### src/rtl/elastic_fifo.sv
// rtl/elastic_fifo.sv - DEPTH-entry elastic buffer on a valid/ready stream, all outputs registered
// Optional synchronous flush port enabled by ELASTIC_FIFO_FLUSH_EN.
module elastic_fifo #(
   parameter int WIDTH     = 8,
   parameter int DEPTH     = 4,
   parameter int AF_THRESH = DEPTH - 1
) (
   input  logic                         clk,
   input  logic                         rstn,
`ifdef ELASTIC_FIFO_FLUSH_EN
   input  logic                         flush,
`endif
   input  logic                         s_valid,
   input  logic [WIDTH-1:0]             s_data,
   output logic                         s_ready,
   output logic                         m_valid,
   output logic [WIDTH-1:0]             m_data,
   input  logic                         m_ready,
   output logic [$clog2(DEPTH+1)-1:0]   count,
   output logic                         almost_full
);

   localparam int CW    = $clog2(DEPTH + 1);
   localparam int RAM_D = DEPTH - 1;
   localparam int PW    = (RAM_D > 1) ? $clog2(RAM_D) : 1;

   logic                r_s_ready;
   logic                r_m_valid;
   logic                r_af;
   logic [WIDTH-1:0]    r_m_data;
   logic [CW-1:0]       r_count;
   logic [PW-1:0]       r_rptr;
   logic [PW-1:0]       r_wptr;
   logic [WIDTH-1:0]    r_mem [2**PW];

   logic                w_push;
   logic                w_pop;
   logic                w_flush;
   logic [CW-1:0]       w_stored;
   logic                w_stored_any;
   logic                w_out_free;
   logic                w_load_ram;
   logic                w_load_in;
   logic                w_write_ram;
   logic [CW-1:0]       w_count_next;

`ifdef ELASTIC_FIFO_FLUSH_EN
   assign w_flush = flush;
`else
   assign w_flush = 1'b0;
`endif

   assign w_push       = s_valid & r_s_ready;
   assign w_pop        = r_m_valid & m_ready;
   // Entries behind the output register live in the circular RAM.
   assign w_stored     = r_count - CW'(r_m_valid);
   assign w_stored_any = (w_stored != '0);
   assign w_out_free   = ~r_m_valid | w_pop;
   assign w_load_ram   = w_out_free & w_stored_any;
   assign w_load_in    = w_out_free & ~w_stored_any & w_push;
   assign w_write_ram  = w_push & ~w_load_in;
   assign w_count_next = r_count + CW'(w_push) - CW'(w_pop);

   function automatic logic [PW-1:0] ptr_inc(input logic [PW-1:0] p);
      return (p == PW'(RAM_D - 1)) ? '0 : p + 1'b1;
   endfunction

   always_ff @(posedge clk) begin
      if (!rstn || w_flush) begin
         r_m_valid <= 1'b0;
         r_s_ready <= 1'b1;
         r_count   <= '0;
         r_af      <= 1'b0;
         r_rptr    <= '0;
         r_wptr    <= '0;
      end else begin
         r_count   <= w_count_next;
         r_s_ready <= (w_count_next < CW'(DEPTH));
         r_af      <= (w_count_next >= CW'(AF_THRESH));
         if (w_out_free)
            r_m_valid <= w_load_ram | w_load_in;
         if (w_load_ram)
            r_rptr <= ptr_inc(r_rptr);
         if (w_write_ram)
            r_wptr <= ptr_inc(r_wptr);
      end
   end

   // Datapath is left unreset; m_data is only meaningful while m_valid is high.
   always_ff @(posedge clk) begin
      if (rstn && !w_flush) begin
         if (w_load_ram)
            r_m_data <= r_mem[r_rptr];
         else if (w_load_in)
            r_m_data <= s_data;
         if (w_write_ram)
            r_mem[r_wptr] <= s_data;
      end
   end

   assign s_ready     = r_s_ready;
   assign m_valid     = r_m_valid;
   assign m_data      = r_m_data;
   assign count       = r_count;
   assign almost_full = r_af;

endmodule

### config.mk
export PLATFORM = sky130hd
export DESIGN_NAME = elastic_fifo
export DESIGN_NICKNAME = d
export VERILOG_FILES = /design/src/rtl/elastic_fifo.sv
export SDC_FILE = /design/constraint.sdc
export NUM_CORES = 1
export LEC_CHECK = 0
export ABC_CLOCK_PERIOD_IN_PS = 2900
export CAP_MARGIN = 10
export CORE_MARGIN = 10
export CORE_UTILIZATION = 50
export DETAILED_ROUTE_END_ITERATION = 6
export GPL_ROUTABILITY_DRIVEN = 0
export PLACE_DENSITY_LB_ADDON = 0.2
export REMOVE_ABC_BUFFERS = 1
export SYNTH_ARGS = -nofsm -noshare
export SYNTH_HDL_FRONTEND = slang
export SYNTH_SLANG_ARGS = --single-unit
export TNS_END_PERCENT = 5
### constraint.sdc
create_clock -name clk -period 2.9 [get_ports clk]
set_clock_uncertainty 0.05 [all_clocks]
set_input_delay 0.87 -clock clk [delete_from_list [all_inputs] [get_ports clk]]
set_output_delay 0.87 -clock clk [all_outputs]
set_load 0.02 [all_outputs]
==> results of run 1 <==
==> layout make-up <==
cell class              count  area [um2]
inverters                   6       22.52
repair buffers             31       295.3
clock buffers               6       72.57
fillers                   292        1494
multi-input cells          54       571.8
clock inverters             2       11.26
well taps                  50       62.56
flip-flops and latches     52        1441
==> per-layer routing <==
metal / vias to the layer above / wire (um)
met1: 545 / 1527
met2: 29 / 1791
met4: 0 / 78
li1: 505 / -
met3: 8 / 212
met5: - / 0
==> how the worst max path moves through the flow <==
stage | from | to | slack (ps) | cells past startpoint
after floorplan | m_ready | r_mem[0][0] | 310 | 3
final | m_ready | almost_full | 360 | 9
after global placement | m_ready | almost_full | 110 | 9
after global routing | s_valid | almost_full | 280 | 9
after CTS | m_ready | almost_full | 370 | 9
after detailed placement | m_ready | almost_full | 60 | 9
==> power by group <==
part           total [mW]  internal [mW]  switching (mW)
registers            1.07          0.965           0.103
clock network       0.386          0.168           0.219
logic               0.755          0.403           0.351
==> state kept, by name, indices dropped and copies added (netlist names), named ones only <==
signal	flops
count	3
r_wptr	2
m_valid	1
s_ready	1
m_data	8
almost_full	1
r_rptr	2
r_mem	32
==> layout by cell type, fill, tap and decap left out, types with 3 or more instances in the layout <==
cell / synthesis / routed
sky130_fd_sc_hd__and2_1: 3 / 3
sky130_fd_sc_hd__buf_4: 1 / 6
sky130_fd_sc_hd__clkbuf_8: 0 / 5
sky130_fd_sc_hd__clkdlybuf4s50_1: 0 / 25
sky130_fd_sc_hd__dfxtp_1: 12 / 12
sky130_fd_sc_hd__edfxtp_1: 40 / 40
sky130_fd_sc_hd__ha_1: 3 / 3
sky130_fd_sc_hd__inv_1: 6 / 6
sky130_fd_sc_hd__mux2_2: 8 / 8
sky130_fd_sc_hd__mux4_2: 8 / 8
sky130_fd_sc_hd__nand2_1: 9 / 9
==> cells in the mapped netlist (2+ instances only) <==
| master | count |
|---|---|
| sky130_fd_sc_hd__edfxtp_1 | 40 |
| sky130_fd_sc_hd__nor2b_1 | 2 |
| sky130_fd_sc_hd__mux4_2 | 8 |
| sky130_fd_sc_hd__ha_1 | 3 |
| sky130_fd_sc_hd__dfxtp_1 | 12 |
| sky130_fd_sc_hd__nor2_1 | 2 |
| sky130_fd_sc_hd__nand2_1 | 9 |
| sky130_fd_sc_hd__and2_1 | 3 |
| sky130_fd_sc_hd__mux2_2 | 8 |
| sky130_fd_sc_hd__mux2i_1 | 2 |
| sky130_fd_sc_hd__inv_1 | 6 |
==> worst max-delay path: cells and delay by family <==
kind / cells / cell delay (ps)
fa+ha+maj: 3 / 820
simple gates: 3 / 330
buf+inv: 2 / 480
xor+xnor: 1 / 180
==> per-stage QoR <==
stage | area [um2] | hold WS [ps]
final | 2477 | 475.6
after global routing | 2477 | 516.0
after CTS | 2477 | 474.0
after detailed placement | 2394 | 458.7
after global placement | 2394 | 415.0
after floorplan | 2036 | 403.7
==> cell families (layout without fill, tap and decap cells) <==
logic type,after synthesis,count (layout),share of synthesized area
adder cells (fa/ha/maj),4,4,0.02807
AND/OR/NAND/NOR,24,24,0.06285
XOR/XNOR,2,2,0.01525
AO/OA/AOI/OAI,6,6,0.03113
multiplexers,18,18,0.1416
flip-flops,52,52,0.7029
buffers and inverters,9,45,0.01830
==> results.md, run 1 <==
STA:
- Setup violations remaining at the end of the flow were counted as 0.
- The setup slack after layout is 363.1 ps.
- The worst pin sits at a relative slew slack of 0.6106.
- The routed design could run at a clock period as short as 2537 ps.
- Setup repair after global routing left no endpoint under its margin.
- The final number of hold-violating endpoints is 0.
- The top achievable clock speed is 394.2 MHz.
- Setup total negative slack on the finished layout was measured at 0 ps.
- In the finished design, the share of the clock period the worst path needs comes to 0.8748.
- The count of pins over their slew limit is 0.
- At the pin with the least slew margin, the transition time is 583.4 ps.

Drt:
- The post-detailed-route via-to-cell ratio is 5.408.
- The detail route stage leaves a number of antenna-violating nets equal to 0.
- Dividing the detail-routed wire length by the instance count gives 17.96 um.
- The final route contains 1087 vias.
- The starting DRC count in detailed routing is 144.
- The first-pass detailed-route iteration total is 4.
- In the routed design, unresolved DRC markers number 0.
- The routed wire length is 3609 um.

Place:
- The HPWL after detailed placement is 2597 um.
- Timing analysis after detailed placement gives a worst setup slack of 56.25 ps.
- The cell count after placement is 193.
- The number of port buffers is 25.

Min path:
- For hold timing, the worst endpoint is r_rptr[0].
- The start point of the worst min-delay path is r_rptr[0].
- The worst hold path passes through 2 cells.
- The worst min-delay path category is flip-flop to flip-flop.

Cells and area:
- In the final layout, the share of cells above drive strength 1 is 0.2119.
- The net count of the finished layout is 166.
- The antenna diode count is 0.
- The growth of design area from synthesis to finish is 20.81%.
- After the flow finishes, the layout carries non-filler instances totaling 201.
- The utilization after layout is 0.6238.

Logic synthesis:
- The warning count from the yosys run is 0.
- The share of synthesized area in the top cell type comes to 0.5857.
- The cell taking the most area after synthesis is sky130_fd_sc_hd__edfxtp_1.
- After synthesis, the netlist uses 31 different library cells.
- Sorting the synthesized cells by area gives the leading types as sky130_fd_sc_hd__edfxtp_1 (59%), sky130_fd_sc_hd__dfxtp_1 (12%), sky130_fd_sc_hd__mux4_2 (8.8%).
- The number of enable flip-flop cells after synthesis is 40.
- In the synthesized netlist, the number of instances is 115.
- After synthesis, the share of flip-flops with an asynchronous set or reset is 0.
- The average instance in the mapped netlist occupies 17.83 um2.
- The number of register bits inferred by synthesis is 52.
- The primary flip-flop cell chosen by synthesis mapping is sky130_fd_sc_hd__edfxtp_1.
- The cell area after synthesis is 0.002051 mm2.
- Of the synthesized area, sequential elements account for 0.7029.

Die:
- The die is 84.04 um tall.
- The core region is 0.003971 mm2.
- The floorplan row count is 23.
- The floorplan step set the die width to 84.04 um.
- During I/O placement, the number of pins put on the boundary was 26.
- The initial utilization of the core area, before any placement, comes to 0.5164.
- The total die area is 0.007063 mm2.

Clock tree:
- The post-cts sizing count is 0.
- TritonCTS built the clock tree.
- After clock tree synthesis, the clock-pin slew on the worst setup and hold paths is 90 ps.
- The clock buffer count from CTS is 5.
- The number of setup buffers added after CTS is 0.
- For the worst-skew pair, the clock arrives at the later sink with an insertion delay of 300 ps.
- The clock root buffer master is sky130_fd_sc_hd__clkbuf_8.
- Hold repair after CTS inserted 0 buffers.
- The maximum clock path buffer count is 2.
- Clock tree synthesis found a total of 52 sinks.
- The maximum level of the CTS H-tree is 2.

Worst setup path:
- Data arrives at the worst endpoint at 2680 ps.
- The endpoint of the most critical register-to-register path is r_mem[2][6].
- For this design, the slowest cell found on the critical path is sky130_fd_sc_hd__clkdlybuf4s50_1.
- At the worst endpoint, the required time is 3050 ps.
- The maximum fanout encountered on the critical timing path is 3.
- The startpoint of the most critical register-to-register path is count[0].
- The critical path in this run is classified as input pin to flip-flop.
- The kind of launch point of the worst setup path is an input pin.
- The worst-case register-to-register setup slack is 900 ps.
- Walking the worst path, the cells encountered are clkdlybuf4s50_1 -> and2_1 -> ha_1 -> inv_1 -> ha_1 -> fa_1 -> xnor3_1 -> nand2_1 -> nand2_1.
- The longest individual stage delay on the worst path is 440 ps.
- The worst setup path is captured at a flip-flop.
- The worst-case reg-to-reg path depth is 6.

Pwr:
- In this run the power density over the cells is 891.9 mW/mm2.
- The design draws 2.210 mW.
- For this design the static power due to leakage is 0.8559 nW.
- IR analysis of the VDD net gives a maximum drop of 0.0005367 V.

Global routing:
- Entering global routing, the biggest net connects 16 pins.
- The met2 global-route usage is 0.1694.
- For this run, global-route usage on met1 was measured as 0.1236.
- The layer carrying the most global-route usage is met2.
- The overall routing resource usage is 0.1067.
- The via count of the first global-routing pass came to 1180.
- The global-route met3 utilization is 0.04102.
- The first-pass GRT wire length is 5961 um.
- After global routing the overflow that remains totals 0.
- The number of antenna violations at the first check in global routing was 0.

Run status:
- The run finished with clean final reports.

Job:
- Max-cap violations in this run came to 0.
Note: power is estimated with default switching activity, not from simulation.
==> run 2, diff against run 1 <==
--- a/config.mk
+++ b/config.mk
@@ -11,6 +11,7 @@
 export CORE_UTILIZATION = 50
 export DETAILED_ROUTE_END_ITERATION = 6
 export GPL_ROUTABILITY_DRIVEN = 0
+export GPL_TIMING_DRIVEN = 0
 export PLACE_DENSITY_LB_ADDON = 0.2
 export REMOVE_ABC_BUFFERS = 1
 export SYNTH_ARGS = -nofsm -noshare
==> run 2 against run 1 <==
Compared with the run above:
- global-route usage down 0.092 points
- final cell count fell by 2.5%
- routed wire length is 2.2% lower
- fmax down 5.3%
- power up 4.0%
- sequential power barely moved
- worst hold slack lost 20 ps
- clock power grew 21%
- die area stayed put
- largest cell class unchanged
- highest routed layer unchanged
==> results.md, run 2 (same netlist as run 1, synthesis figures left out) <==
Cells and area:
- The flip-flop count of the largest register, all copies and words added is 32 (unchanged).
- The number of fillers in the final layout is 290 (-0.68%).
- The sequential standard cell area came to 0.001441 mm2 (unchanged).
- The total area of multi-input combinational cells came to 588.1 um2 (+2.8%).
- The growth of design area from synthesis to finish was 20.87% (about the same).
- The share of layout cells above drive strength 1 was 0.2055 (-0.006441).
- The summed area of non-filler cells in the final layout is 0.002479 mm2 (about the same).
- In the layout the commonest cells are sky130_fd_sc_hd__edfxtp_1 (40), sky130_fd_sc_hd__clkdlybuf4s50_1 (25), sky130_fd_sc_hd__dfxtp_1 (12).
- The antenna diode count was 0 (unchanged).
- The largest register by flop count is r_mem.
- The total number of nets in the final design came to 161 (-3.0%).
- The most common cell after layout, fill and taps aside is sky130_fd_sc_hd__edfxtp_1.

Worst setup path:
- The category of the worst setup path capture point is a flip-flop.
- The longest individual stage delay on the worst path came to 490 ps (+50 ps).
- The required arrival time at the worst endpoint was 2860 ps (-190 ps).
- The cell with the biggest individual delay on the critical path is sky130_fd_sc_hd__a311o_2.
- In this run the critical register-to-register path is captured at r_mem[0][3].
- The worst-case reg-to-reg path depth came to 6 (unchanged).
- The startpoint of the most critical register-to-register path is count[0].
- The critical path arrival is 2640 ps (-40 ps).
- The classification of the worst setup path is input pin to flip-flop.
- The worst-case register-to-register setup slack is 690 ps (-210 ps).
- The critical path goes through clkdlybuf4s50_1 -> or2b_1 -> a311o_2 -> nor3_2 -> buf_4.
- STA classifies the critical path startpoint as an input pin.
- The maximum fanout encountered on the critical timing path is 6 (+3).

Clock tree:
- The sink count of the clock tree is 52 (unchanged).
- The clock latency of the later-clocked register in the worst-skew pair is 290 ps (about the same).
- The root buffer cell chosen for the clock tree is sky130_fd_sc_hd__clkbuf_8.
- The clock buffer count from CTS is 5 (unchanged).
- The maximum clock path buffer count is 2 (unchanged).
- The clock input transition at the sequential cells of the worst setup and hold paths was 80 ps (about the same).
- The maximum level of the CTS H-tree is 2 (unchanged).
- TritonCTS built the clock tree.
- The post-CTS setup-driven buffer insertion count is 0 (unchanged).

Run status:
- The flow ran to the end, and the final reports show no timing, DRC or antenna violations.

Global routing:
- The largest net degree at the start of global routing is 16 (unchanged).
- The overall routing resource usage is 0.1057 (-0.0009247).
- The first-pass GRT wire length is 5940 um (-0.35%).
- The residual overflow from global routing came to 0 (unchanged).
- The number of antenna violations at the first check in global routing is 0 (unchanged).
- The via count of the first global-routing pass was 1161 (-1.6%).

Min path:
- The start point of the worst min-delay path is r_rptr[0].
- The hold path depth was 2 (unchanged).
- The endpoint of the worst hold path is r_rptr[0].
- The min-delay analysis places its worst path in the category flip-flop to flip-flop.

Drt:
- The routed wire length per instance is 18.01 um (+0.31%).
- The routed wire length is 3530 um (-2.2%).
- The final antenna-violating net count is 0 (unchanged).
- The total number of vias is 1077 (-0.92%).
- The starting DRC count in detailed routing is 81 (-44%).
- The final routed DRC violation total is 0 (unchanged).
- The first-pass detailed-route iteration total is 4 (unchanged).
- The post-detailed-route via-to-cell ratio is 5.495 (+1.6%).

STA:
- The post-route clock period utilization was 0.9233 (+0.04848).
- The total negative slack was 0 ps (unchanged).
- The count of pins over their slew limit is 0 (unchanged).
- The final number of hold-violating endpoints is 0 (unchanged).
- The post-layout minimum cycle time is 2677 ps (+140.6 ps).
- The relative slew slack is 0.6235 (+0.01299).
- The top achievable clock speed came to 373.5 MHz (-5.3%).
- Setup repair after global routing left no endpoint under its margin.
- The slew at the pin with the worst max-slew slack is 563.9 ps (-19.46 ps).
- The final number of setup-violating endpoints is 0 (unchanged).

Pwr:
- The total power per unit cell area is 927.0 mW/mm2 (+3.9%).
- The worst IR drop on VDD is 0.0004885 V (-9.0%).
- The static leakage came to 0.8496 nW (-0.74%).

Die:
- The core area is 0.003971 mm2 (unchanged).
- The initial core utilization came to 0.5164 (unchanged).
- The floorplan row count was 23 (unchanged).
- The total die area was 0.007063 mm2 (unchanged).
- The boundary pin count is 26 (unchanged).
- The die span in x is 84.04 um (unchanged).
- The die height is 84.04 um (unchanged).

Place:
- The number of port buffers is 25 (unchanged).
- The total cell area at the placement stage was 0.002356 mm2 (-1.6%).
- The total half-perimeter wirelength after legalization and detailed placement is 2518 um (-3.1%).

Job:
- The count of maximum capacitance violations came to 0 (unchanged).
## run 2: changes by cell type in the layout (fill, tap and decap cells not counted), sizes merged
| cell | change |
|---|---|
| bufinv | +1 |
| clkinv | +1 |
| buf | -5 |
| clkinvlp | -1 |
| clkbuf | -1 |
## run 2: final cells by class
type / instances / share of cell area
Multi-Input combinational cell: 54 / 0.2373
Clock inverter: 3 / 0.01514
Inverter: 6 / 0.009086
Timing Repair Buffer: 26 / 0.1040
Sequential cell: 52 / 0.5815
Tap cell: 50 / 0.02524
Clock buffer: 5 / 0.02776
## run 2: stage by stage
step           worst slack, ps    util  hold WS (ps)  power, mW  instances
2_1_floorplan            310.4       -         403.7      1.568        112
3_3_place_gp            -707.4  0.5914         414.0      1.815        187
3_5_place_dp            -350.5  0.5933         446.1      1.848        188
4_1_cts                  37.82  0.6213         459.2      2.320        196
5_1_grt                  83.81  0.6241         470.3      2.425        196
6_report                 222.5  0.6241         455.8      2.298        196
## run 2: what timing repair did
item                                    CTS  global route
hold buffers                              0             0
hold endpoints to repair                  0             0
resized for setup                         1             3
endpoints found under the setup margin    5            24
## run 2: power by group
part	internal (mW)	total (mW)	switching (mW)
Clock	0.251	0.466	0.215
Combinational	0.403	0.760	0.357
Sequential	0.965	1.07	0.106
## run 2: worst max path at each step
stage,startpoint,end,slack (ps),cells after the start
2_1_floorplan,m_ready,r_mem[0][0],310,3
3_3_place_gp,rstn,r_mem[0][1],-710,4
3_5_place_dp,m_ready,r_mem[0][1],-350,5
4_1_cts,m_ready,r_mem[1][3],40,4
5_1_grt,rstn,r_mem[0][3],80,5
6_report,m_ready,r_mem[0][3],220,5
## run 2: worst max-delay path, delay by kind of cell
family	cells	cell delay, ps
simple gates	2	590
buf+inv	2	690
compound gates	1	490
## run 2: per-layer routing
metal  global-route usage  up-vias  wire [um]
met5                    0        -          0
met4              0.04110        0         55
met3              0.04395        6        206
met2               0.1798       24       1772
met1               0.1132      547       1496
li1                     -      500          -
